$ cat src/rtl/rv32_pkg.sv
// Shared RV32I decode definitions: ALU control codes, opcodes, funct fields and the decoded bundle.
package rv32_pkg;

    localparam int unsigned XLEN      = 32;
    localparam int unsigned REG_IDX_W = 5;

    typedef enum logic [3:0] {
        ALU_ADD  = 4'b0000,
        ALU_SUB  = 4'b0001,
        ALU_SLL  = 4'b0010,
        ALU_SLT  = 4'b0011,
        ALU_XOR  = 4'b0100,
        ALU_SRL  = 4'b0101,
        ALU_OR   = 4'b0110,
        ALU_AND  = 4'b0111,
        ALU_SRA  = 4'b1000,
        ALU_SLTU = 4'b1001
    } alu_ctrl_e;

    localparam logic [6:0] OPC_LUI    = 7'b0110111;
    localparam logic [6:0] OPC_AUIPC  = 7'b0010111;
    localparam logic [6:0] OPC_JAL    = 7'b1101111;
    localparam logic [6:0] OPC_JALR   = 7'b1100111;
    localparam logic [6:0] OPC_BRANCH = 7'b1100011;
    localparam logic [6:0] OPC_LOAD   = 7'b0000011;
    localparam logic [6:0] OPC_STORE  = 7'b0100011;
    localparam logic [6:0] OPC_OP_IMM = 7'b0010011;
    localparam logic [6:0] OPC_OP     = 7'b0110011;

    localparam logic [2:0] F3_ADD_SUB = 3'b000;
    localparam logic [2:0] F3_SLL     = 3'b001;
    localparam logic [2:0] F3_SLT     = 3'b010;
    localparam logic [2:0] F3_SLTU    = 3'b011;
    localparam logic [2:0] F3_XOR     = 3'b100;
    localparam logic [2:0] F3_SR      = 3'b101;
    localparam logic [2:0] F3_OR      = 3'b110;
    localparam logic [2:0] F3_AND     = 3'b111;

    localparam logic [6:0] F7_ZERO = 7'b0000000;
    localparam logic [6:0] F7_ALT  = 7'b0100000;

    typedef enum logic [2:0] {
        IMM_NONE,
        IMM_I,
        IMM_S,
        IMM_B,
        IMM_U,
        IMM_J,
        IMM_SHAMT
    } imm_type_e;

    typedef struct packed {
        logic [3:0]           alu_ctrl;
        logic                 a_sel_pc;
        logic                 b_sel_imm;
        logic [XLEN-1:0]      imm;
        logic [REG_IDX_W-1:0] rs1;
        logic [REG_IDX_W-1:0] rs2;
        logic [REG_IDX_W-1:0] rd;
        logic                 reg_write;
        logic                 mem_read;
        logic                 mem_write;
        logic [2:0]           funct3;
        logic                 branch;
        logic                 jump;
        logic                 illegal;
    } dec_bundle_t;

    // funct3 -> ALU operation for OP / OP-IMM; alt selects sub/sra.
    function automatic logic [3:0] alu_from_f3(input logic [2:0] f3, input logic alt);
        logic [3:0] r;
        unique case (f3)
            F3_ADD_SUB: r = alt ? ALU_SUB : ALU_ADD;
            F3_SLL:     r = ALU_SLL;
            F3_SLT:     r = ALU_SLT;
            F3_SLTU:    r = ALU_SLTU;
            F3_XOR:     r = ALU_XOR;
            F3_SR:      r = alt ? ALU_SRA : ALU_SRL;
            F3_OR:      r = ALU_OR;
            default:    r = ALU_AND;
        endcase
        return r;
    endfunction

endpackage

$ cat src/rtl/imm_gen.sv
// Combinational immediate extraction and sign extension for all RV32I formats.
module imm_gen
    import rv32_pkg::*;
(
    input  logic [31:7]     instr,
    input  imm_type_e       imm_type,
    output logic [XLEN-1:0] imm_c
);

    always_comb begin
        imm_c = '0;
        unique case (imm_type)
            IMM_I:     imm_c = {{20{instr[31]}}, instr[31:20]};
            IMM_S:     imm_c = {{20{instr[31]}}, instr[31:25], instr[11:7]};
            IMM_B:     imm_c = {{19{instr[31]}}, instr[31], instr[7], instr[30:25], instr[11:8], 1'b0};
            IMM_U:     imm_c = {instr[31:12], 12'b0};
            IMM_J:     imm_c = {{11{instr[31]}}, instr[31], instr[19:12], instr[20], instr[30:21], 1'b0};
            IMM_SHAMT: imm_c = {27'b0, instr[24:20]};
            default:   imm_c = '0;
        endcase
    end

endmodule

$ cat src/rtl/decode_stage.sv
// RV32I decode pipeline stage: single-entry registered bundle with valid/ready on both sides and flush.
module decode_stage
    import rv32_pkg::*;
#(
    parameter int unsigned     XLEN     = 32,
    parameter logic [XLEN-1:0] RESET_PC = '0
) (
    input  logic            clk,
    input  logic            rst,
    input  logic            flush,
    input  logic            in_valid,
    output logic            in_ready,
    input  logic [31:0]     in_instr,
    input  logic [XLEN-1:0] in_pc,
    output logic            out_valid,
    input  logic            out_ready,
    output logic [XLEN-1:0] out_pc,
    output logic [3:0]      alu_ctrl,
    output logic            a_sel_pc,
    output logic            b_sel_imm,
    output logic [XLEN-1:0] imm,
    output logic [4:0]      rs1,
    output logic [4:0]      rs2,
    output logic [4:0]      rd,
    output logic            reg_write,
    output logic            mem_read,
    output logic            mem_write,
    output logic [2:0]      funct3,
    output logic            branch,
    output logic            jump,
    output logic            illegal
);

    typedef enum logic {EMPTY, FULL} state_e;

    state_e          state;
    dec_bundle_t     bundle_q;
    logic [XLEN-1:0] pc_q;

    dec_bundle_t dec;
    dec_bundle_t dec_full;
    imm_type_e   imm_type;
    logic [31:0] imm_val;
    logic        accept;

    logic [6:0] opcode;
    logic [2:0] f3;
    logic [6:0] f7;

    assign opcode = in_instr[6:0];
    assign f3     = in_instr[14:12];
    assign f7     = in_instr[31:25];

    imm_gen u_imm_gen (
        .instr    (in_instr[31:7]),
        .imm_type (imm_type),
        .imm_c    (imm_val)
    );

    // Field decode; an illegal encoding collapses to an inert add bundle.
    always_comb begin
        dec          = '0;
        imm_type     = IMM_NONE;
        dec.alu_ctrl = ALU_ADD;
        dec.funct3   = f3;
        unique case (opcode)
            OPC_OP: begin
                dec.rs1       = in_instr[19:15];
                dec.rs2       = in_instr[24:20];
                dec.rd        = in_instr[11:7];
                dec.reg_write = 1'b1;
                dec.alu_ctrl  = alu_from_f3(f3, f7[5]);
                dec.illegal   = !((f7 == F7_ZERO) ||
                                  ((f7 == F7_ALT) && ((f3 == F3_ADD_SUB) || (f3 == F3_SR))));
            end
            OPC_OP_IMM: begin
                imm_type      = ((f3 == F3_SLL) || (f3 == F3_SR)) ? IMM_SHAMT : IMM_I;
                dec.b_sel_imm = 1'b1;
                dec.rs1       = in_instr[19:15];
                dec.rd        = in_instr[11:7];
                dec.reg_write = 1'b1;
                dec.alu_ctrl  = alu_from_f3(f3, (f3 == F3_SR) && f7[5]);
                if (f3 == F3_SLL)
                    dec.illegal = (f7 != F7_ZERO);
                else if (f3 == F3_SR)
                    dec.illegal = (f7 != F7_ZERO) && (f7 != F7_ALT);
            end
            OPC_LOAD: begin
                imm_type      = IMM_I;
                dec.b_sel_imm = 1'b1;
                dec.rs1       = in_instr[19:15];
                dec.rd        = in_instr[11:7];
                dec.reg_write = 1'b1;
                dec.mem_read  = 1'b1;
                dec.illegal   = (f3 == 3'b011) || (f3 == 3'b110) || (f3 == 3'b111);
            end
            OPC_STORE: begin
                imm_type      = IMM_S;
                dec.b_sel_imm = 1'b1;
                dec.rs1       = in_instr[19:15];
                dec.rs2       = in_instr[24:20];
                dec.mem_write = 1'b1;
                dec.illegal   = (f3 > 3'b010);
            end
            OPC_BRANCH: begin
                imm_type   = IMM_B;
                dec.rs1    = in_instr[19:15];
                dec.rs2    = in_instr[24:20];
                dec.branch = 1'b1;
                unique case (f3[2:1])
                    2'b00:   dec.alu_ctrl = ALU_SUB;
                    2'b10:   dec.alu_ctrl = ALU_SLT;
                    2'b11:   dec.alu_ctrl = ALU_SLTU;
                    default: dec.illegal  = 1'b1;
                endcase
            end
            OPC_JAL: begin
                imm_type      = IMM_J;
                dec.a_sel_pc  = 1'b1;
                dec.b_sel_imm = 1'b1;
                dec.rd        = in_instr[11:7];
                dec.reg_write = 1'b1;
                dec.jump      = 1'b1;
            end
            OPC_JALR: begin
                imm_type      = IMM_I;
                dec.b_sel_imm = 1'b1;
                dec.rs1       = in_instr[19:15];
                dec.rd        = in_instr[11:7];
                dec.reg_write = 1'b1;
                dec.jump      = 1'b1;
            end
            OPC_LUI: begin
                imm_type      = IMM_U;
                dec.b_sel_imm = 1'b1;
                dec.rd        = in_instr[11:7];
                dec.reg_write = 1'b1;
            end
            OPC_AUIPC: begin
                imm_type      = IMM_U;
                dec.a_sel_pc  = 1'b1;
                dec.b_sel_imm = 1'b1;
                dec.rd        = in_instr[11:7];
                dec.reg_write = 1'b1;
            end
            default: dec.illegal = 1'b1;
        endcase
        if (dec.illegal) begin
            dec          = '0;
            dec.illegal  = 1'b1;
            dec.alu_ctrl = ALU_ADD;
            dec.funct3   = f3;
            imm_type     = IMM_NONE;
        end
    end

    always_comb begin
        dec_full     = dec;
        dec_full.imm = imm_val;
    end

    assign in_ready = !flush && ((state == EMPTY) || out_ready);
    assign accept   = in_valid && in_ready;

    // Stage occupancy and bundle register; flush beats any accept or drain.
    always_ff @(posedge clk) begin
        if (rst) begin
            state    <= EMPTY;
            pc_q     <= RESET_PC;
            bundle_q <= '0;
        end else if (flush) begin
            state <= EMPTY;
        end else begin
            unique case (state)
                EMPTY: begin
                    if (accept) begin
                        state    <= FULL;
                        bundle_q <= dec_full;
                        pc_q     <= in_pc;
                    end
                end
                default: begin
                    if (accept) begin
                        bundle_q <= dec_full;
                        pc_q     <= in_pc;
                    end else if (out_ready) begin
                        state <= EMPTY;
                    end
                end
            endcase
        end
    end

    assign out_valid = (state == FULL);
    assign out_pc    = pc_q;
    assign alu_ctrl  = bundle_q.alu_ctrl;
    assign a_sel_pc  = bundle_q.a_sel_pc;
    assign b_sel_imm = bundle_q.b_sel_imm;
    assign imm       = bundle_q.imm;
    assign rs1       = bundle_q.rs1;
    assign rs2       = bundle_q.rs2;
    assign rd        = bundle_q.rd;
    assign reg_write = bundle_q.reg_write;
    assign mem_read  = bundle_q.mem_read;
    assign mem_write = bundle_q.mem_write;
    assign funct3    = bundle_q.funct3;
    assign branch    = bundle_q.branch;
    assign jump      = bundle_q.jump;
    assign illegal   = bundle_q.illegal;

endmodule

$ cat config.mk
export PLATFORM = sky130hd
export DESIGN_NAME = decode_stage
export DESIGN_NICKNAME = d
export VERILOG_FILES = /design/src/rtl/rv32_pkg.sv /design/src/rtl/imm_gen.sv /design/src/rtl/decode_stage.sv
export SDC_FILE = /design/constraint.sdc
export NUM_CORES = 1
export LEC_CHECK = 0
export CAP_MARGIN = 20
export CORE_ASPECT_RATIO = 0.6
export CORE_MARGIN = 2
export CORE_UTILIZATION = 39
export CTS_CLUSTER_DIAMETER = 40
export DETAILED_ROUTE_END_ITERATION = 8
export PLACE_DENSITY = 0.86
export SETUP_SLACK_MARGIN = 0.02
export SYNTH_ARGS = -nofsm -noshare
export SYNTH_HDL_FRONTEND = slang
export SYNTH_SLANG_ARGS = --single-unit
$ cat constraint.sdc
create_clock -name clk -period 2.5 [get_ports clk]
set_input_delay 0.5 -clock clk [delete_from_list [all_inputs] [get_ports clk]]
set_output_delay 0.5 -clock clk [all_outputs]
set_load 0.05 [all_outputs]
# After elaboration in Yosys (flattened, before gate mapping)
# Cells that the tools add are included.
# Widths: inputs -> output; s select.
# word_totals
reg_bits,95
# op_classes
n_reduce_logical,29
n_eq_ne,26
muxes,30
n_lt_le_gt_ge,1
bitwise_logic,2
# ops
operator,count
$pmux 32 s6,1
$mux 62,1
$pmux 4 s7,2
$eq 7x6->1 const B,4
$pmux 4 s3,2
$eq 3x3->1 const B,7
$eq 7x7->1 const B,3
$pmux 3 s6,1
$mux 1,15
$eq 7x5->1 const B,2
$reduce_or 7->1,2
$eq 3x2->1 const B,4
$mux 5,2
$reduce_or 2->1,5
$mux 4,2
$eq 7x2->1 const B,1
$logic_not 7->1,1
$ne 7x6->1 const B,1
$reduce_bool 7->1,1
$eq 3x1->1 const B,2
$logic_or 1x1->1,6
$mux 3,2
$mux 6,1
$pmux 1 s6,1
11 further kinds,19

# Depth between registers and ports, before layout
# Gate-level depths: netlist (run 1).
# depth
word_depth,9
mapped_depth,9
mapped_depth_nobuf,6

# Modules after synthesis
# Synthesis (run 1) repeated with hierarchy kept, for this count alone.
# unflattened
cells_unflattened,548
area_unflattened_um2,4329.2
# by_module_without_submodules
mod,area_per_inst_um2,seq_area_each_um2,cells_each,n_inst
decode_stage,3910.0,1901.8,481,1
imm_gen,419.2,0.0,67,1

# Worst setup path after synthesis (run 1)
# Ideal clock, no wire load.
# synth_path
path_kind,flip-flop to flip-flop
startpoint,register state (netlist: out_valid)
endpoint,"register bundle_q, in the netlist funct3[1]"
synth_period_minus_slack_ps,2562
path_stages_with_launch,9
path_slack_ps,-62
arrival_time_ps,2492
required_time_ps,2430
cell_sequence,dfxtp_1 > nor2b_1 > nor2_1 > and2_1 > clkbuf_1 > clkbuf_1 > clkbuf_1 > nand2_1 > a21oi_1
# synth_between
elab_chain_cells,5
# synth_rtl
element,line,rtl
"start, declared",decode_stage.sv:36,state_e state;
"start signal, assigned",decode_stage.sv:168,state <= EMPTY;
"start signal, assigned",decode_stage.sv:172,state <= EMPTY;
"start signal, assigned",decode_stage.sv:177,state <= FULL;
$not 1->1,-,
$logic_or 1x1->1,decode_stage.sv:162,assign in_ready = !flush && ((state == EMPTY) || out_ready);
$logic_and 1x1->1,decode_stage.sv:162,
via in_ready,decode_stage.sv:12,"output logic in_ready,"
$logic_and 1x1->1,decode_stage.sv:163,assign accept = in_valid && in_ready;
$reduce_and 2->1 (no line),-,
"end signal, assigned",decode_stage.sv:178,bundle_q <= dec_full;
"end signal, assigned",decode_stage.sv:184,bundle_q <= dec_full;
"end, declared",decode_stage.sv:37,dec_bundle_t bundle_q;
# The timed path passes the listed nets, and every way through them passes these cells.
# A chain may end at the register's enable or synchronous reset.

# Final worst setup path (run 1)
# layout_path
startpoint,input port in_instr[26]
endpoint,"register bundle_q, in the netlist rs1[4]"
# layout_between
elab_chain_cells,6
word_cells_on_any_way,12
# layout_rtl
element,line,rtl
"start, declared",decode_stage.sv:13,"input logic [31:0] in_instr,"
$ne 7x6->1 (tied with other cells),decode_stage.sv:86,dec.illegal = (f7 != F7_ZERO) && (f7 != F7_ALT);
$logic_and 1x1->1 (on tied branches),"decode_stage.sv:86, decode_stage.sv:74",
$mux 1 or $logic_or 1x1->1 (tied branches),"decode_stage.sv:85, decode_stage.sv:73",
$mux 1 or $logic_not 1->1 (tied branches),"decode_stage.sv:83, decode_stage.sv:73",
$pmux 1 s6 *,decode_stage.sv:66,unique case (opcode)
$mux 62 *,decode_stage.sv:148,if (dec.illegal) begin
# Every way passes the cells marked *; elsewhere a longest branch is shown, timed or not.

==> flow_summary_export.csv, run 1 <==
group,metric,value,unit
placed_design,dp_worst_setup_slack,-699,ps
detailed_routing,drt_first_iter_violations,263,
sta,clock_skew,7.51,ps
setup_path,crit_buf_inv,1,
sta,hold-worst-slack,448,ps
worst_hold_path,min_path_type,"reg -> reg",
layout,drive_above_1_share,18.5,%
placed_design,hpwlAfterDp,9920,um
layout,nets,751,
setup_path,required,2780,ps
layout,diodes,0,
worst_hold_path,holdPathEnd,"imm[19]",
detailed_routing,dr.pass1.iters,5,
setup_path,r2r_start,"out_valid",
setup_path,setup.worst_path.class,"in -> reg",
clock_network,clock_latency,340,ps
sta,relSlewSlack,63.1,%
setup_path,cp_slowest_cell,"or4b_4",
sta,min_period_over_period,96.5,%
clock_network,cts_buffers,9,
synthesis,postSynth.asyncResetShare,0,%
synthesis,synthTopCellsByArea,"dfxtp_1 48%, nand2_1 12%, a21oi_1 6.4%, a22o_1 3.5%, o21ai_2 2.9%",
pwr,powerDensity,536,nW/um2
clock_network,htree_levels,3,
layout,stdcell_count,822,
sta,slew_violations,0,
synthesis,ys_seq_elements,95,
detailed_routing,drtAntennaViolNets,0,
detailed_routing,vias_per_cell,5.22,
sta,hold_violations,0,
clock_network,cts_sinks,95,
sta,period_needed,2410,ps
synthesis,synth_cells,470,
worst_hold_path,holdPathStages,2,
placed_design,place_area,6160,um2
die,die_y,82.1,um
layout,most-common-layout-cells,"149 x clkdlybuf4s50_1, 121 x nand2_1, 95 x dfxtp_1",
detailed_routing,via_count,4288,
synthesis,synthAdderAreaFrac,0,%
sta,fmax,414,MHz
layout,layout_commonest_cell,"clkdlybuf4s50_1",
status,status,"complete, no violations",
pwr,p_leak,2.48,nW
layout,final_area,6580,um2
synthesis,syn-num-nets,539,
synthesis,yosysTopAreaCellShare,47.9,%
setup_path,startpoint,"in_instr[26]",
synthesis,ys.flop_type,"dfxtp_1",
synthesis,synth-edff-count,0,
synthesis,synth-xor-area-share,0.221,%
global_route,grt_max_degree,56,
setup_path,max_stage_delay,610,ps
detailed_routing,wl,13100,um
setup_path,crit_chain,"clkdlybuf4s15_1 > or4_4 > o21ai_4 > a31oi_4 > or4b_4 > nor4_4 > a22o_1",
setup_path,worst_ep_arrival_time,2700,ps
clock_network,cts_root_buf,"clkbuf_16",
synthesis,ys_seq_area_share,47.9,%
sta,rsz0062_at_grt,"false",
setup_path,end_kind,"register",
setup_path,cpLargestDelayFamily,"simple AND/OR/NAND/NOR gates",
detailed_routing,drc,0,
sta,max_slew.worst_pin.slew,552,ps
clock_network,cts.clk_slew.worst_paths,60,ps
die,fp.dieArea,11000,um2
detailed_routing,wl_per_cell,15.9,um
setup_path,start_kind,"input port",
global_route,grt_use_total,23.2,%
synthesis,synth.cell_area,3970,um2
sta,finalSetupViolations,0,
synthesis,yosys.area.top_type,"dfxtp_1",
placed_design,dp_cells,802,
synthesis,yosysWarnings,0,
synthesis,synth-simple-area-share,20.3,%
setup_path,r2r-end,"rs1[4]",
setup_path,reg2reg_depth,6,
global_route,grt_first_pass_wirelength,20200,um
setup_path,ff2ff_setup_slack,370,ps
die,dieWidth,134,um
sta,worst_slack,87.1,ps
synthesis,synth_mux_area_share,0.284,%
global_route,grt_pass1_vias,4031,
placed_design,portBuffers,164,
synthesis,synth_compound_area_share,26.1,%
synthesis,postSynthAreaPerCell,8.44,um2
die,rows,28,
layout,syn_to_final_growth,65.8,%
job,maxCapViolations,0,
synthesis,ys_types,56,
synthesis,synth_top_family_by_area,"compound AO/OA/AOI/OAI gates",
setup_path,crit_path_max_fanout,5,
global_route,grt-ovfl-total,0,
die,ioPinCount,165,
clock_network,cts_buffer_depth,2,
die,start_util,40.2,%
clock_network,tritoncts,"done",
clock_network,hold_buffers,0,
placed_design,place.gp.congestion,0.900,
worst_hold_path,hp-start,"imm[19]",
layout,fin_util,66.6,%
global_route,antenna_found_initial,0,
die,fp.coreArea,9880,um2
pwr,irDropWorstVdd,0.317,mV
cell type report:
type	count	area, um2
flip-flops and latches	95	1900
multi-input cells	331	1960
well taps	135	169
fillers	797	3300
repair buffers	235	2200
clock inverters	3	67.6
clock buffers	13	240
inverters	10	37.5
worst max path at each step:
stage | endpoint | slack (ps) | cells past startpoint
after global routing | rs1[4] | 20 | 7
after global placement | imm[25] | -540 | 7
final | rs1[4] | 90 | 7
after CTS | rs2[1] | 50 | 8
after detailed placement | imm[25] | -700 | 7
after floorplan | imm[21] | 90 | 9
layer usage:
metal / vias to the layer above / wire (um) / track usage (%)
met1: 2046 / 6110 / 32.8
met2: 171 / 5860 / 35.5
met5: - / 0 / 0
met4: 0 / 138 / 5.16
li1: 2058 / - / -
met3: 13 / 994 / 6.47
cell usage after synthesis (4+ instances only):
cell type and number:
a211oi_1 11, a21oi_1 51, a22o_1 16, a22oi_1 6, buf_2 7, clkbuf_1 23, dfxtp_1 95, inv_1 10
nand2_1 122, nand3_1 4, nor2_1 16, nor2b_1 6, nor3_1 4, o211ai_1 4, o21ai_0 17, o21ai_1 13
o21ai_2 13
cells by family (layout without fill, tap and decap cells):
logic type / count (synthesis) / after routing
muxes: 1 / 1
and+or+nand+nor: 176 / 176
xor gates and xnor gates: 1 / 1
DFF: 95 / 95
AOI/OAI and AO/OA: 152 / 153
buffers and inverters: 45 / 261
timing repair:
item / CTS / global route
resized for setup: 16 / 21
setup buffers: 3 / 0
endpoints found under the setup margin: 54 / 45
cloned: 1 / 0
pin swaps: 5 / 7
tightest hold or removal path, cell delays in order, from the launching register on:
cell and delay (ps):
dfxtp_1 310, nand2_1 50, o21ai_1 50
sequential cells by signal, summed over array words and instances, names as in the netlist, 3 cells and up:
| signal | flops |
|---|---|
| alu_ctrl | 4 |
| funct3 | 3 |
| imm | 32 |
| out_pc | 32 |
| rd | 5 |
| rs1 | 5 |
| rs2 | 5 |
metrics by stage:
stage                     setup TNS (ps)  power [mW]
after detailed placement          -30330        2.12
final                                  0        3.53
after global routing                   0        3.66
after CTS                              0        3.54
after floorplan                        0        1.84
after global placement            -25230        2.11
power by group:
part | internal (mW) | total [mW] | switching (mW)
combinational | 0.240 | 0.540 | 0.300
sequential | 1.54 | 1.56 | 0.0151
clock | 0.878 | 1.43 | 0.550
Note: power is estimated with default switching activity, not from simulation.
==> run 2, diff against run 1 <==
Settings changed: RECOVER_POWER from default to 25.
==> flow_summary_export.csv, run 2 (synthesis gave the netlist of run 1 again) <==
group,metric,value,unit
status,status,"complete, no violations",
clock_network,tritoncts,"done",
detailed_routing,wl,13100,um
pwr,netSwitchingFraction,24.6,%
layout,drive_above_1_share,18.2,%
clock_network,cts_buffers,9,
detailed_routing,drtAntennaViolNets,0,
global_route,grt_max_degree,56,
sta,relSlewSlack,42.9,%
sta,clock_skew,7.95,ps
clock_network,htree_levels,3,
die,start_util,40.2,%
sta,slew_violations,0,
detailed_routing,drt_first_iter_violations,259,
sta,max_slew.worst_pin.slew,857,ps
sta,period_needed,2410,ps
detailed_routing,vias_per_cell,5.19,
global_route,grt-ovfl-total,0,
clock_network,cts_sinks,95,
placed_design,dp_worst_setup_slack,-699,ps
layout,most-common-layout-cells,"125 x clkdlybuf4s50_1, 121 x nand2_1, 95 x dfxtp_1",
placed_design,portBuffers,164,
sta,setup_tns,0,ps
die,dieWidth,134,um
global_route,grt_pass1_vias,4031,
detailed_routing,drc,0,
layout,diodes,0,
pwr,irDropWorstVdd,0.317,mV
global_route,grt_first_pass_wirelength,20200,um
clock_network,hold_buffers,0,
clock_network,clock_latency,340,ps
die,fp.dieArea,11000,um2
sta,worst_slack,88.4,ps
sta,finalSetupViolations,0,
clock_network,cts_root_buf,"clkbuf_16",
die,fp.coreArea,9880,um2
detailed_routing,wl_per_cell,15.9,um
pwr,seqPwrFrac,44.2,%
setup_path,start_kind,"input port",
sta,rsz0062_at_grt,"false",
die,die_y,82.1,um
layout,layout_commonest_cell,"clkdlybuf4s50_1",
clock_network,cts_buffer_depth,2,
placed_design,hpwlAfterDp,9920,um
die,rows,28,
sta,fmax,415,MHz
setup_path,crit_path_max_fanout,5,
detailed_routing,via_count,4269,
pwr,netSwitchingPower,0.865,mW
clock_network,cts.clk_slew.worst_paths,60,ps
pwr,powerDensity,536,nW/um2
placed_design,place.gp.congestion,0.900,
worst_hold_path,min_path_type,"reg -> reg",
detailed_routing,dr.pass1.iters,5,
setup_path,worst_ep_arrival_time,2690,ps
pwr,p_leak,2.55,nW
job,maxCapViolations,0,
sta,min_period_over_period,96.5,%
pwr,power_frac_comb,15.2,%
layout,fillCellCount,798,
sta,hold_violations,0,
setup_path,setup.worst_path.class,"in -> reg",
layout,nets,751,
setup_path,end_kind,"register",
pwr,p_clk_share,40.6,%
global_route,antenna_found_initial,0,
global_route,grt_use_total,23.2,%
layout,syn_to_final_growth,65.5,%
die,ioPinCount,165,
setup_path,required,2780,ps
pwr,internal_power,2.66,mW
## run 2: changes by cell type in the layout (fill, tap and decap cells not counted)
cell,change
buf_4,-3
nor2_2,-1
clkbuf_2,+2
clkdlybuf4s50_1,-24
clkbuf_1,+1
dlygate4sd3_1,+24
nor2_1,+1
## run 2: layout make-up
| class | count | area [um2] | area share [%] |
|---|---|---|---|
| timing repair buffer | 235 | 2190 | 33.4 |
| sequential | 95 | 1900 | 29.0 |
| tap | 135 | 169 | 2.57 |
| inverter | 10 | 37.5 | 0.572 |
| multi-input combinational | 331 | 1960 | 29.9 |
| clock buffer | 13 | 240 | 3.66 |
| clock inverter | 3 | 67.6 | 1.03 |
## run 2: critical path: stages
cell and delay (ps):
clkdlybuf4s15_1 200, or4_4 470, o21ai_4 180, a31oi_4 100, or4b_4 620, nor4_4 430
a22o_1 190
## run 2: power groups by stage
stage | Sequential, mW | Clock (mW) | Combinational, mW
floorplan | 1.69 | 0 | 0.153
global placement | 1.59 | 0 | 0.521
detailed placement | 1.59 | 0 | 0.530
CTS | 1.56 | 1.45 | 0.531
global route | 1.56 | 1.52 | 0.568
finish | 1.56 | 1.43 | 0.535
## run 2: path summary, 6_finish.rpt
check	from	endpoint	slack [ps]	depth (start not counted)
hold / removal	imm[19]	imm[19]	450	2
setup / recovery	in_instr[26]	rs1[4]	90	7
hold reg to reg	imm[19]	imm[19]	450	2
setup reg to reg	out_valid	rs1[4]	380	6
## run 2: metal layers
metal / share of wire [%] / up-vias / GRT usage, %
met5: 0 / - / 0
met4: 1.0 / 0 / 5.16
met3: 7.6 / 12 / 6.47
met2: 45 / 172 / 35.5
met1: 47 / 2022 / 32.8
li1: - / 2063 / -
## run 2: metrics by stage
step	power [mW]	cells	utilization, %	hold slack, ps	cell area [um2]
after floorplan	1.84	470	-	579	3970
after global routing	3.65	822	66.5	472	6570
after global placement	2.11	802	62.3	441	6160
after detailed placement	2.12	802	62.3	443	6160
after CTS	3.54	822	66.0	452	6530
final	3.52	822	66.5	449	6570
## run 2: timing repair
action,in CTS,in global routing
gates cloned,1,0
setup endpoints to repair,54,45
setup buffers,3,0
pin swaps,5,7
resized for setup,16,21
hold endpoints to repair,0,0
==> run 3, diff against run 2 <==
Settings changed: ABC_CLOCK_PERIOD_IN_PS from default to 2500.
==> results of run 3 <==
Same layout as run 2: the final DEF is identical, and so are final timing and power.
